$ cat src/rtl/arrow_judge.sv
// -----------------------------------------------------------------------------
// arrow_judge
//
// Grades player button presses against the falling-arrow y position from the
// arrow mover. Each arrow is graded PERFECT, GOOD or MISS, and the block keeps
// a running score and combo. After an arrow is judged, the block drives the
// mover's reset (respawn) across at least one frame boundary so the arrow
// restarts from the top. It then waits one more frame before it accepts
// presses again.
//
// Ports:
//   clk          pixel clock, shared with the VGA counters and the mover
//   reset        asynchronous, active-low system reset
//   hc, vc       VGA horizontal / vertical counters (frame_tick at 0,0)
//   arrow_y      arrow y position from the mover
//   btn          raw asynchronous player button, active-high
//   respawn      drives the mover reset; high requests an arrow restart
//   judge        last result: 00 none, 01 GOOD, 10 PERFECT, 11 MISS
//   judge_valid  one-cycle pulse when judge updates
//   score        accumulated points, saturating at 16'hFFFF
//   combo        consecutive non-MISS count, saturating at 255
// -----------------------------------------------------------------------------
module arrow_judge #(
    parameter int TARGET_Y    = 400,
    parameter int PERFECT_TOL = 4,
    parameter int GOOD_TOL    = 12,
    parameter int PERFECT_PTS = 3,
    parameter int GOOD_PTS    = 1
) (
    input  logic        clk,
    input  logic        reset,
    input  logic [9:0]  hc,
    input  logic [9:0]  vc,
    input  logic [13:0] arrow_y,
    input  logic        btn,
    output logic        respawn,
    output logic [1:0]  judge,
    output logic        judge_valid,
    output logic [15:0] score,
    output logic [7:0]  combo
);

    typedef enum logic [1:0] {
        SETTLE    = 2'd0,
        TRACK     = 2'd1,
        HOLD_RESP = 2'd2
    } state_t;

    localparam logic [1:0] J_NONE    = 2'b00;
    localparam logic [1:0] J_GOOD    = 2'b01;
    localparam logic [1:0] J_PERFECT = 2'b10;
    localparam logic [1:0] J_MISS    = 2'b11;

    // Window bounds are folded into constants so that arrow_y is only ever
    // compared, never subtracted from. This avoids underflow near the top.
    localparam logic [13:0] P_LO = 14'(TARGET_Y - PERFECT_TOL);
    localparam logic [13:0] P_HI = 14'(TARGET_Y + PERFECT_TOL);
    localparam logic [13:0] G_LO = 14'(TARGET_Y - GOOD_TOL);
    localparam logic [13:0] G_HI = 14'(TARGET_Y + GOOD_TOL);

    localparam logic [15:0] PERFECT_ADD = 16'(PERFECT_PTS);
    localparam logic [15:0] GOOD_ADD    = 16'(GOOD_PTS);

    state_t      state_reg, state_next;
    logic [1:0]  sync_reg;
    logic        prev_reg;
    logic        press_reg;
    logic        respawn_reg, respawn_next;
    logic [1:0]  judge_reg, judge_next;
    logic        valid_reg, valid_next;
    logic [15:0] score_reg, score_next;
    logic [7:0]  combo_reg, combo_next;

    logic        frame_tick;
    logic        press_edge;
    logic        in_perfect;
    logic        in_good;
    logic        late;
    logic [1:0]  result;
    logic [15:0] pts;
    logic [16:0] score_sum;

    assign frame_tick = (hc == 10'd0) && (vc == 10'd0);
    assign press_edge = sync_reg[1] & ~prev_reg;

    assign in_perfect = (arrow_y >= P_LO) && (arrow_y <= P_HI);
    assign in_good    = (arrow_y >= G_LO) && (arrow_y <= G_HI);
    assign late       = (arrow_y > G_HI);

    // Button path: two-flop synchronizer, then a previous-value flop for rise
    // detection. The detected edge is registered once more. A rise first
    // captured at edge k is seen by the judge logic during the cycle after
    // edge k+2, and the judgement is registered at edge k+3.
    always_ff @(posedge clk or negedge reset) begin
        if (!reset) begin
            sync_reg  <= 2'b00;
            prev_reg  <= 1'b0;
            press_reg <= 1'b0;
        end else begin
            sync_reg  <= {sync_reg[0], btn};
            prev_reg  <= sync_reg[1];
            press_reg <= press_edge;
        end
    end

    always_ff @(posedge clk or negedge reset) begin
        if (!reset) begin
            state_reg   <= SETTLE;
            respawn_reg <= 1'b0;
            judge_reg   <= J_NONE;
            valid_reg   <= 1'b0;
            score_reg   <= 16'd0;
            combo_reg   <= 8'd0;
        end else begin
            state_reg   <= state_next;
            respawn_reg <= respawn_next;
            judge_reg   <= judge_next;
            valid_reg   <= valid_next;
            score_reg   <= score_next;
            combo_reg   <= combo_next;
        end
    end

    // Points for the current result. The 17-bit sum exposes the carry that
    // is used for clamping.
    always_comb begin
        pts = 16'd0;
        if (result == J_PERFECT) begin
            pts = PERFECT_ADD;
        end else if (result == J_GOOD) begin
            pts = GOOD_ADD;
        end
    end

    assign score_sum = {1'b0, score_reg} + {1'b0, pts};

    always_comb begin
        state_next   = state_reg;
        respawn_next = 1'b0;
        judge_next   = judge_reg;
        valid_next   = 1'b0;
        score_next   = score_reg;
        combo_next   = combo_reg;
        result       = J_NONE;

        case (state_reg)
            TRACK: begin
                // A press takes priority over a simultaneous late-arrow tick.
                // A press outside the GOOD window is dropped without penalty,
                // and it also suppresses the miss on that cycle.
                if (press_reg) begin
                    if (in_perfect) begin
                        result = J_PERFECT;
                    end else if (in_good) begin
                        result = J_GOOD;
                    end
                end else if (frame_tick && late) begin
                    result = J_MISS;
                end

                if (result != J_NONE) begin
                    state_next   = HOLD_RESP;
                    respawn_next = 1'b1;
                    judge_next   = result;
                    valid_next   = 1'b1;
                    if (result == J_MISS) begin
                        combo_next = 8'd0;
                    end else begin
                        score_next = score_sum[16] ? 16'hFFFF : score_sum[15:0];
                        combo_next = (combo_reg == 8'hFF) ? 8'hFF : combo_reg + 8'd1;
                    end
                end
            end

            HOLD_RESP: begin
                // Keep the mover in reset until it has seen a frame boundary.
                respawn_next = 1'b1;
                if (frame_tick) begin
                    respawn_next = 1'b0;
                    state_next   = SETTLE;
                end
            end

            SETTLE: begin
                // Skip the frame in which the mover reloads its start position.
                if (frame_tick) begin
                    state_next = TRACK;
                end
            end

            default: begin
                state_next = SETTLE;
            end
        endcase
    end

    assign respawn     = respawn_reg;
    assign judge       = judge_reg;
    assign judge_valid = valid_reg;
    assign score       = score_reg;
    assign combo       = combo_reg;

endmodule

$ cat config.mk
export PLATFORM = sky130hd
export DESIGN_NAME = arrow_judge
export DESIGN_NICKNAME = d
export VERILOG_FILES = /design/src/rtl/arrow_judge.sv
export SDC_FILE = /design/constraint.sdc
export NUM_CORES = 1
export LEC_CHECK = 0
export CAP_MARGIN = 5
export CORE_ASPECT_RATIO = 0.6
export CORE_MARGIN = 2
export CORE_UTILIZATION = 35
export CTS_BUF_LIST = sky130_fd_sc_hd__clkbuf_8
export CTS_CLUSTER_DIAMETER = 30
export CTS_CLUSTER_SIZE = 20
export DETAILED_ROUTE_END_ITERATION = 6
export PLACE_DENSITY_LB_ADDON = 0.1
export SLEW_MARGIN = 30
export SYNTH_ARGS = -nofsm -noshare
export SYNTH_HDL_FRONTEND = slang
export SYNTH_SLANG_ARGS = --single-unit
$ cat constraint.sdc
create_clock -name clk -period 3.44 [get_ports clk]
set_input_delay 0.86 -clock clk [delete_from_list [all_inputs] [get_ports clk]]
set_output_delay 0.86 -clock clk [all_outputs]
set_load 0.01 [all_outputs]
# ---- Word level (Yosys, flattened, before mapping)
# Index checks and enable logic that the tools add are counted.
dict set report op_classes {
  muxes 19
  order_cmp 5
  n_reduce_logical 11
  add_sub_neg 2
  bitwise_logic 3
  n_eq_ne 9
}
# operator n
set ops {}
lappend ops {{2-to-1 mux 16 bit} 2}
lappend ops {{>= comparator 14 x 9 -> 1 bit, second input constant} 2}
lappend ops {{<= comparator 14 x 9 -> 1 bit, second input constant} 2}
lappend ops {{logical NOT 10 bit} 2}
lappend ops {{adder 16 x 16 -> 17 bit} 1}
lappend ops {{2-to-1 mux 2 bit} 8}
lappend ops {{2-to-1 mux 8 bit} 2}
lappend ops {{greater-than comparator 14 x 9 -> 1 bit, second input constant} 1}
lappend ops {{adder 8 x 1 -> 8 bit, second input constant} 1}
lappend ops {{equality test 8 bit, second input constant} 1}
lappend ops {{equality test 2 bit, second input constant} 3}
lappend ops {{!= test 2 bit, second input constant} 3}
lappend ops {{one-hot mux 2 bit (3 select lines)} 1}
lappend ops {{AND reduction 3 bit} 2}
lappend ops {{2-to-1 mux 1 bit} 5}
lappend ops {{equality test 2 x 1 -> 1 bit, second input constant} 2}
lappend ops {{logical AND 1 bit} 4}
lappend ops {{logical NOT 2 bit} 1}
lappend ops {{NOT 1 bit} 2}
lappend ops {{one-hot mux 1 bit (2 select lines)} 1}
lappend ops {{AND reduction 2 bit} 1}
lappend ops {{nonzero test 2 bit} 1}
lappend ops {{bitwise AND 1 bit} 1}
dict set report totals {
  elab_cells 58
  register_bits 34
}

# ---- Longest topological paths before layout
dict set report depth {
  ltp_word 12
  mapped_depth 17
}

# ---- Worst setup path after synthesis
# Ideal clock, no wire load.
dict set report synth_timing {
  path_type {input to register}
  startpoint {input arrow_y[9]}
  endpoint {register score_reg[13] (netlist: score[13])}
  setup_time_ps 82
  slack_ps -801
  path_buffers 1
  path_stages 16
  arrival_ps 4159
  cell_sequence {nor3_2 -> nand4_1 -> a2111oi_4 -> nand2_1 -> a21boi_0 -> ha_1 -> inv_1 -> ha_1 -> inv_1 -> fa_1 -> or3b_4 -> or3_1 -> buf_2 -> nand2_1 -> a21oi_1 -> a31oi_1}
}
dict set report synth_between {
  elab_chain_len 12
  elab_cells_between_ends 24
}
# element line
set synth_lines {}
lappend synth_lines {{start, declared} 34} ;# input logic [13:0] arrow_y,
lappend synth_lines {{>= comparator 14 x 9 -> 1 bit / <= comparator 14 x 9 -> 1 bit (equally long branches)} 87} ;# assign in_good = (arrow_y >= G_LO) && (arrow_y <= G_HI);
lappend synth_lines {{logical AND 1 bit} 87}
lappend synth_lines {{2-to-1 mux 1 bit} 154} ;# end else if (in_good) begin
lappend synth_lines {{2-to-1 mux 2 bit} 152} ;# if (in_perfect) begin
lappend synth_lines {{2-to-1 mux 2 bit *} 151} ;# if (press_reg) begin
lappend synth_lines {{2-to-1 mux 2 bit *} 146} ;# case (state_reg)
lappend synth_lines {{2-to-1 mux 2 bit} 146}
lappend synth_lines {{equality test 2 x 1 -> 1 bit} 130} ;# end else if (result == J_GOOD) begin
lappend synth_lines {{2-to-1 mux 1 bit} 130}
lappend synth_lines {{2-to-1 mux 16 bit} 128} ;# if (result == J_PERFECT) begin
lappend synth_lines {{adder 16 x 16 -> 17 bit} 135} ;# assign score_sum = {1'b0, score_reg} + {1'b0, pts};
lappend synth_lines {{2-to-1 mux 16 bit} 169} ;# score_next = score_sum[16] ? 16'hFFFF : score_sum[15:0];
lappend synth_lines {{end signal, assigned} 119} ;# score_reg <= score_next;
lappend synth_lines {{end, declared} 71} ;# logic [15:0] score_reg, score_next;
# Every way passes the cells marked *; elsewhere a longest branch is shown, timed or not. The select of a mux whose other input is x is not followed.
# A chain may end at the register's enable or synchronous reset.

# ---- Worst setup path in the final report
dict set report layout_timing {
  startpoint {input vc[9]}
  endpoint {register score_reg[13] (netlist: score[13])}
}
dict set report layout_between {
  elab_chain_len 12
  elab_cells_between_ends 17
}
# element line
set layout_lines {}
lappend layout_lines {{start, declared} 33} ;# input logic [9:0] vc,
lappend layout_lines {{logical NOT 10 bit *} 83} ;# assign frame_tick = (hc == 10'd0) && (vc == 10'd0);
lappend layout_lines {{logical AND 1 bit *} 83}
lappend layout_lines {{logical AND 1 bit *} 157} ;# end else if (frame_tick && late) begin
lappend layout_lines {{2-to-1 mux 2 bit *} 157}
lappend layout_lines {{2-to-1 mux 2 bit *} 151}
lappend layout_lines {{2-to-1 mux 2 bit *} 146}
lappend layout_lines {{2-to-1 mux 2 bit} 146}
lappend layout_lines {{equality test 2 x 1 -> 1 bit} 130}
lappend layout_lines {{2-to-1 mux 1 bit} 130}
lappend layout_lines {{2-to-1 mux 16 bit} 128}
lappend layout_lines {{adder 16 x 16 -> 17 bit} 135}
lappend layout_lines {{2-to-1 mux 16 bit} 169}
# Marked as above.

==> summary.txt <==
Clocking
  – Cts hold-fix bufs: 0
  – Clk slew on worst S/H paths: approximately 0.080 ns
  – CTS Root Buffer Type: clkbuf_8
  – Num CTS Buffers: 5
  – Clk sinks: 34
  – CTS tree: yes
  – CTS max path bufs: 2
  – Clk_lat worst skew: 0.29 ns
  – CTS H-Tree Depth: 2

STA
  – Final worst slack: -0.293 ns
  – Final setup viols: 16
  – Final period util: 109%
  – Setup TNS: -3.09 ns
  – Final Hold Fails: 0
  – RSZ-0062 raised after global routing: yes
  – Slew HR: 58.7%
  – Worst slew pin tran: ~0.62 ns
  – Min cycle time layout: between 3 and 4 ns
  – Worst clock skew: around 0.0061 ns
  – Final Slew Violations: 0
  – FMAX: 268 MHz

Die
  – DIE HEIGHT: between 60 and 70 um
  – I/O pin cnt: 65
  – Die W: between 100 and 150 um
  – Starting density of the core: a little over a third
  – Core area: between 5000 and 6000 um^2
  – Core Rows: 21
  – Area of the die: 6470 um^2

Synth
  – Main area contributors after synthesis: dfrtp_1 (42%), ha_1 (5.5%), nand2_1 (4.4%)
  – Asr flop ratio synth: 100%
  – Synthesis Warnings: 0
  – Mean Syn Cell Area: 9.44 um^2
  – Synth unique cells: 49
  – Syn Inst Count: roughly 220
  – Top_reg_cell synth: dfrtp_1
  – #FFs+latches synth: 34
  – Cell Area, Synth: 2040 um^2
  – Cell taking the most area after synthesis: dfrtp_1
  – Sequential element share of the synthesized area: 41.7%
  – Post-synth EDFFs: 0
  – Synth Net Count: 263
  – Area share of the leading cell type in the synthesized netlist: 41.7%

Setup path
  – Critical path fanouts, max: 6
  – Delay-heaviest family, CP: simple AND/OR/NAND/NOR gates
  – Startpoint types: input port
  – Crit-path cells: buf_6, nor4_4, and3_1, nand3_2, or3_4, o21ai_2, nand2_1, ha_1, inv_2, ha_4, inv_2, fa_2, or3b_4, or3_4, nand2_1, a21oi_1, a31oi_1
  – Critical Path Slowest Stage Cell: or3b_4
  – Buf/Inv on CP: 3
  – Critical path required time: around 3.7 ns
  – Max incr delay on CP: approximately 0.42 ns
  – Crit path arrival time: approximately 3.9 ns
  – Crit. End Element: flip-flop
  – Critical path type: in -> reg
  – Reg2reg setup slack: 0.51 ns

Finish
  – Finished Layout Cells: 400
  – Antenna cells: 0
  – # nets final: roughly 370
  – Most frequent cells in the layout: dfrtp_1 (34), buf_4 (34), clkdlybuf4s50_1 (30)
  – Synthesis-to-layout area growth: 63.5%
  – Fill cell count: 480
  – Max reg flops: 16
  – Area occupied by registers: around 850 um^2
  – Layout cell share with drive strength beyond 1: 34.7%
  – Area of the multi-input gates: ~1400 um^2

Detailed routing
  – DR pass1 iterations: 4
  – Antenna-violating nets left: 0
  – Avg WL per Cell: roughly 15 um
  – Vias per cell: around 5.1
  – Iter 0 DRT Violations: 75
  – Total wire length: about 6000 um
  – Routed vias: ~2.1k
  – DRC Markers: 0

Power
  – Worst IR Drop VDD: 0.223 mV
  – Static Leak: around 0.0014 uW
  – PwrDens: between 300 and 400 nW/um^2

Job
  – Max cap viols: 0

GRT
  – GRT overflow: 0
  – All-Layer GR Usage: ~20%
  – First-pass GRT wire length: roughly 9900 um
  – Initial antenna violation count: 0
  – Vias in the first global route: ~1.9k
  – Largest net degree at the start of global routing: 35

Place
  – Buffers on Ports: between 60 and 70
  – Dpl cells: around 380
  – RD Place Congestion: 0.821
  – Detailed Place HPWL: 4290 um

Status
  – Failing checks: setup timing
  – Status: finished, violations left

Min path
  – Hold crit path type: reg -> reg
==> power breakdown <==
part | switching, uW | internal [uW] | total, uW
combinational | 106 | 121 | 227
clock | 162 | 216 | 377
sequential | 13.1 | 419 | 432
total | 280 | 756 | 1040
==> area by class of cell <==
class | instances | area share (%)
clock buffers | 5 | 2.06
clock inverters | 3 | 1.35
inverters | 9 | 1.01
multi-input cells | 169 | 40.9
flip-flops and latches | 34 | 25.5
well taps | 80 | 3.00
repair buffers | 100 | 26.2
==> cell usage after synthesis (3+ instances only) <==
| master | n |
|---|---|
| dfrtp_1 | 34 |
| nand2_1 | 24 |
| a21oi_1 | 17 |
| nand3_1 | 15 |
| o21ai_0 | 11 |
| nor2_1 | 10 |
| ha_1 | 9 |
| inv_1 | 9 |
| nor4_1 | 7 |
| nand4_1 | 6 |
| and3_1 | 5 |
| a31oi_1 | 4 |
| mux2_1 | 4 |
| nor2b_1 | 4 |
| o22a_1 | 4 |
| a21boi_0 | 3 |
| a41oi_1 | 3 |
| mux2_2 | 3 |
| nor3_1 | 3 |
| nor3b_1 | 3 |
==> routing by layer <==
layer	share of wire, %	GRT usage (%)
met3	4.1	4.66
met4	0.32	3.00
met1	53	31.4
met5	0	0
met2	42	26.6
==> cells by family (layout without fill, tap and decap cells) <==
| group | after synthesis | count (layout) | synth area share [%] |
|---|---|---|---|
| buffers and inverters | 14 | 117 | 3.25 |
| AOI/OAI and AO/OA | 62 | 62 | 21.7 |
| and+or+nand+nor | 88 | 89 | 22.5 |
| adders and majority gates | 10 | 10 | 6.50 |
| DFF | 34 | 34 | 41.7 |
| muxes | 8 | 8 | 4.36 |
==> stage by stage <==
step           setup WS (ns)  utilization [%]  hold slack (ns)  power [uW]  cell area, um^2
6_report              -0.293             59.6            0.361        1040             3330
2_1_floorplan         -0.628                -            0.331         552             2100
4_1_cts               -0.316             57.9            0.365        1040             3240
5_1_grt               -0.441             59.6            0.370        1100             3330
3_3_place_gp           -1.01             53.1            0.333         659             2970
3_5_place_dp           -1.10             53.1            0.336         662             2970
==> final timing paths <==
path,start,to,depth (start not counted)
max,vc[9],score[13],17
min,sync_reg[0],sync_reg[1],0
max reg2reg,press_reg,score[13],13
min reg2reg,sync_reg[0],sync_reg[1],0
max in group asynchronous,reset,combo[2],2
min in group asynchronous,reset,score[5],2
==> repair_timing <==
item	4_1_cts	5_1_grt
endpoints found under the setup margin	16	16
cloned	1	0
endpoints found under the hold margin	0	0
pin swaps	31	13
buffers inserted	10	3
gates resized for setup	129	17
Note: power is estimated with default switching activity, not from simulation.
==> edit 1: new RTL, config.mk and constraints unchanged <==
Encoding of `state_t`: now one-hot (3 bits for 3 states).
--- a/src/rtl/arrow_judge.sv
+++ b/src/rtl/arrow_judge.sv
@@ -41,8 +41,8 @@
 );
 
-    typedef enum logic [1:0] {
-        SETTLE    = 2'd0,
-        TRACK     = 2'd1,
-        HOLD_RESP = 2'd2
+    typedef enum logic [2:0] {
+        SETTLE    = 3'b001,
+        TRACK     = 3'b010,
+        HOLD_RESP = 3'b100
     } state_t;
 
Formal check against the unedited RTL: no difference found for any inputs over 4 cycles, from zero or initial values and one cycle with reset low; so few cycles prove little.
==> edit 1 against the original RTL <==
The flow still finishes with violations (setup timing); routed wire length up 9.9%; final area up 2.1%; synthesized area down 1.5%; utilization up 1.9 points; die area down 1.5%; clock skew down 0.0017 ns; setup slack worse by 0.15 ns; non-clock buffer count up 19; sequential cell count up 1; synthesized cell count down 0.46%; via count up 7.6%; fmax down 3.9%.
Power is not compared: it rests on default switching activity, and its combinational part moved more than twofold at a synthesized area within 25%.
==> edit 1: results <==
{
  "power_density_mw_per_mm2": 233,
  "crit_family": "simple AND/OR/NAND/NOR gates",
  "fin_nets": 377,
  "tns_ns": -6.43,
  "failed_checks": "setup timing",
  "synth_xor_xnor_area_share": 0,
  "synth_seq_area_share": 0.437,
  "n_all_inverters": 6,
  "core_mm2": 0.00554,
  "setup_viol": 19,
  "drt_iter0_markers": 221,
  "wl_per_cell_um": 15.8,
  "synth_area_leaders": "dfrtp_1 (42%), nand2_1 (4.9%), mux2_2 (3.4%), o21ai_0 (3.2%), a21oi_1 (2.7%)",
  "multi_input_area_share": 0.385,
  "place_area_mm2": 0.00298,
  "wirelength_um": 6570,
  "max_stage_delay_ns": 0.54,
  "status": "finished with violations",
  "grt_usage": 0.209,
  "clkCellAreaFrac": 0.0268,
  "buffers": 119,
  "drive_above_1_share": 0.381,
  "synthDistinctLibCells": 51,
  "clkSinkCount": 35,
  "cts_resized": 88,
  "firstDrtPassIters": 4,
  "fill_cells": 448,
  "crit_slowest_cell": "or4b_4",
  "nMultiInputCombCells": 168,
  "clock_skew_ns": 0.00441,
  "worstMarginPinSlew_ns": 0.456,
  "powerSeq_mw": 0.415,
  "gp_congestion": 0.825,
  "dp_hpwl_um": 4280,
  "clkbuf_count": 6,
  "final-seq-area_um2": 877,
  "pre_cts_ws_ns": -1.19,
  "cts_setup_buffers": 24,
  "yosys.area_share.adder": 0.0349,
  "syn2layout_area_growth_pct": 69.6,
  "ys_top_cells_by_count": "dfrtp_1 (34), nand2_1 (26), nor2_1 (14)",
  "p_clk_frac": 0.389,
  "synth.area.mux_share": 0.0393,
  "grt_pass1_wl_um": 10600,
  "synth.avg_cell_area_um2": 9.34,
  "buf_share": 0.294,
  "vias_per_cell": 5.31,
  "synth-compound-area-share": 0.203,
  "finalWorstSetupSlack_ns": -0.444,
  "synth_nets": 257,
  "grt_max_degree": 36
}
edit 1: cell types whose count changed after synthesis, sizes merged, moves of 3 or more:
cell	delta
clkbuf	+3
inv	-3
a21oi	-6
nand3	-4
nor2	+3
and4	+3
ha	-5
nor3b	-3
o22a	-3
and2	+3
edit 1: worst paths after layout:
path / slack [ns] / startpoint / end / cells past startpoint
max: -0.44 / arrow_y[0] / score[3] / 17
min: 0.35 / sync_reg[0] / sync_reg[1] / 0
max reg2reg: 0.28 / state_reg[2] / score[3] / 15
min reg2reg: 0.35 / sync_reg[0] / sync_reg[1] / 0
max in group asynchronous: 2.10 / reset / state_reg[0] / 2
min in group asynchronous: 0.99 / reset / combo[6] / 2
edit 1: routing by layer:
layer / GRT usage / share of wire / vias up
met5: 0 / 0 / -
met4: 0.0287 / 0.0029 / 0
met3: 0.0537 / 0.064 / 4
met2: 0.301 / 0.45 / 78
met1: 0.321 / 0.48 / 1071
li1: - / - / 1058
==> edit 2: new RTL, same flow settings <==
Without the edit above. Change the parameter `TARGET_Y` from 400 to 200.
--- a/src/rtl/arrow_judge.sv
+++ b/src/rtl/arrow_judge.sv
@@ -22,5 +22,5 @@
 // -----------------------------------------------------------------------------
 module arrow_judge #(
-    parameter int TARGET_Y    = 400,
+    parameter int TARGET_Y    = 200,
     parameter int PERFECT_TOL = 4,
     parameter int GOOD_TOL    = 12,
Behaviour: not the same (Yosys sat finds a counterexample within 4 cycles, from zero or initial values and one cycle with reset low).
==> edit 2 against the original RTL <==
The run still ends with setup timing left; synthesized cell count increased by 0.93%; synthesized area up 1.7%; total power fell by 4.0%; final area is 5.6% higher; setup slack worse by 0.065 ns; first-iteration DRC count is 17% higher; fmax shrank 1.7%; routed wire length grew 10%; sequential power is essentially flat; sequential cell count unchanged; via count increased by 4.5%; clock power is 18% lower; register-to-register slack got worse by 0.11 ns; combinational power is 11% higher.
==> edit 2: results <==
{
  "wl_met3_um": 408,
  "grt_use_met2": 0.270,
  "power_density_mw_per_mm2": 283,
  "grt_pass1_wl_um": 10400,
  "synth_seq_area_share": 0.410,
  "met1Wirelength_um": 3400,
  "drt_iter0_markers": 88,
  "use_met3": 0.0444,
  "p_clk_mw": 0.310,
  "worstMarginPinSlew_ns": 0.550,
  "stdcell_count": 414,
  "grt_pass1_vias": 2090,
  "finalWorstSetupSlack_ns": -0.358,
  "status": "finished with violations",
  "combinationalPower_mw": 0.252,
  "max_stage_delay_ns": 0.49,
  "ir_drop_v": 0.000167,
  "gp_congestion": 0.803,
  "cp.arrival_ns": 4.02,
  "synth.avg_cell_area_um2": 9.51,
  "worst-r2r-setup-slack_ns": 0.40,
  "dp_hpwl_um": 4350,
  "dr.max_layer_used": "met4",
  "cts_resized": 75,
  "vias_per_cell": 5.19,
  "tns_ns": -4.00,
  "hold_path_startpoint": "sync_reg[0]",
  "grt_usage": 0.202,
  "drive_above_1_share": 0.425,
  "wl_met2_um": 2770,
  "synth_area_leaders": "dfrtp_1 (41%), ha_1 (5.4%), nand2_1 (3.4%), a21oi_1 (3.1%), mux2_1 (2.7%)",
  "wirelength_um": 6600,
  "pre_cts_ws_ns": -1.19,
  "use_met1": 0.323,
  "clockRootBuffer": "clkbuf_8",
  "setup_viol": 15,
  "worstPathMaxFanout": 8,
  "crit_slowest_cell": "or4b_4",
  "synthDistinctLibCells": 55,
  "synth_nets": 265,
  "critPathCapture": "score[6]",
  "path_clk_slew_ns": 0.07,
  "reg2reg_to": "score[6]",
  "clock_skew_ns": 0.00431,
  "place_area_mm2": 0.00301,
  "antenna_found_initial": 0,
  "hold_ws_ns": 0.351,
  "cts_setup_buffers": 18,
  "power.leakage_nw": 1.49,
  "switching_share": 0.299,
  "failed_checks": "setup timing",
  "startpoint": "arrow_y[1]",
  "ys_top_cells_by_count": "dfrtp_1 (34), nand2_1 (19), inv_1 (14)",
  "fin_nets": 380
}
-- edit 2: cell count changes after synthesis, moves of 3 or more --
cell / unedited run / this run
inv_1: 9 / 14
o21ai_0: 11 / 4
a31oi_1: 4 / 8
nor3_1: 3 / 6
o21a_1: 2 / 6
o21ai_1: 0 / 3
o22a_1: 4 / 1
o22ai_1: 1 / 5
nand2_1: 24 / 19
a21oi_1: 17 / 13
nand3_1: 15 / 10
a21boi_0: 3 / 0
-- edit 2: cell families after synthesis --
| group | after synthesis | share of synthesized area |
|---|---|---|
| compound gates | 65 | 0.223 |
| fa+ha+maj | 10 | 0.0640 |
| buf+inv | 23 | 0.0531 |
| flops | 34 | 0.410 |
| mux | 7 | 0.0380 |
| simple gates | 79 | 0.211 |
-- edit 2: layout make-up --
class	count	area [um2]
Sequential cell	34	851
Fill cell	482	2130
Timing Repair Buffer	117	971
Multi-Input combinational cell	161	1450
Clock inverter	2	12.5
Clock buffer	6	82.6
Inverter	14	52.6
Tap cell	80	100
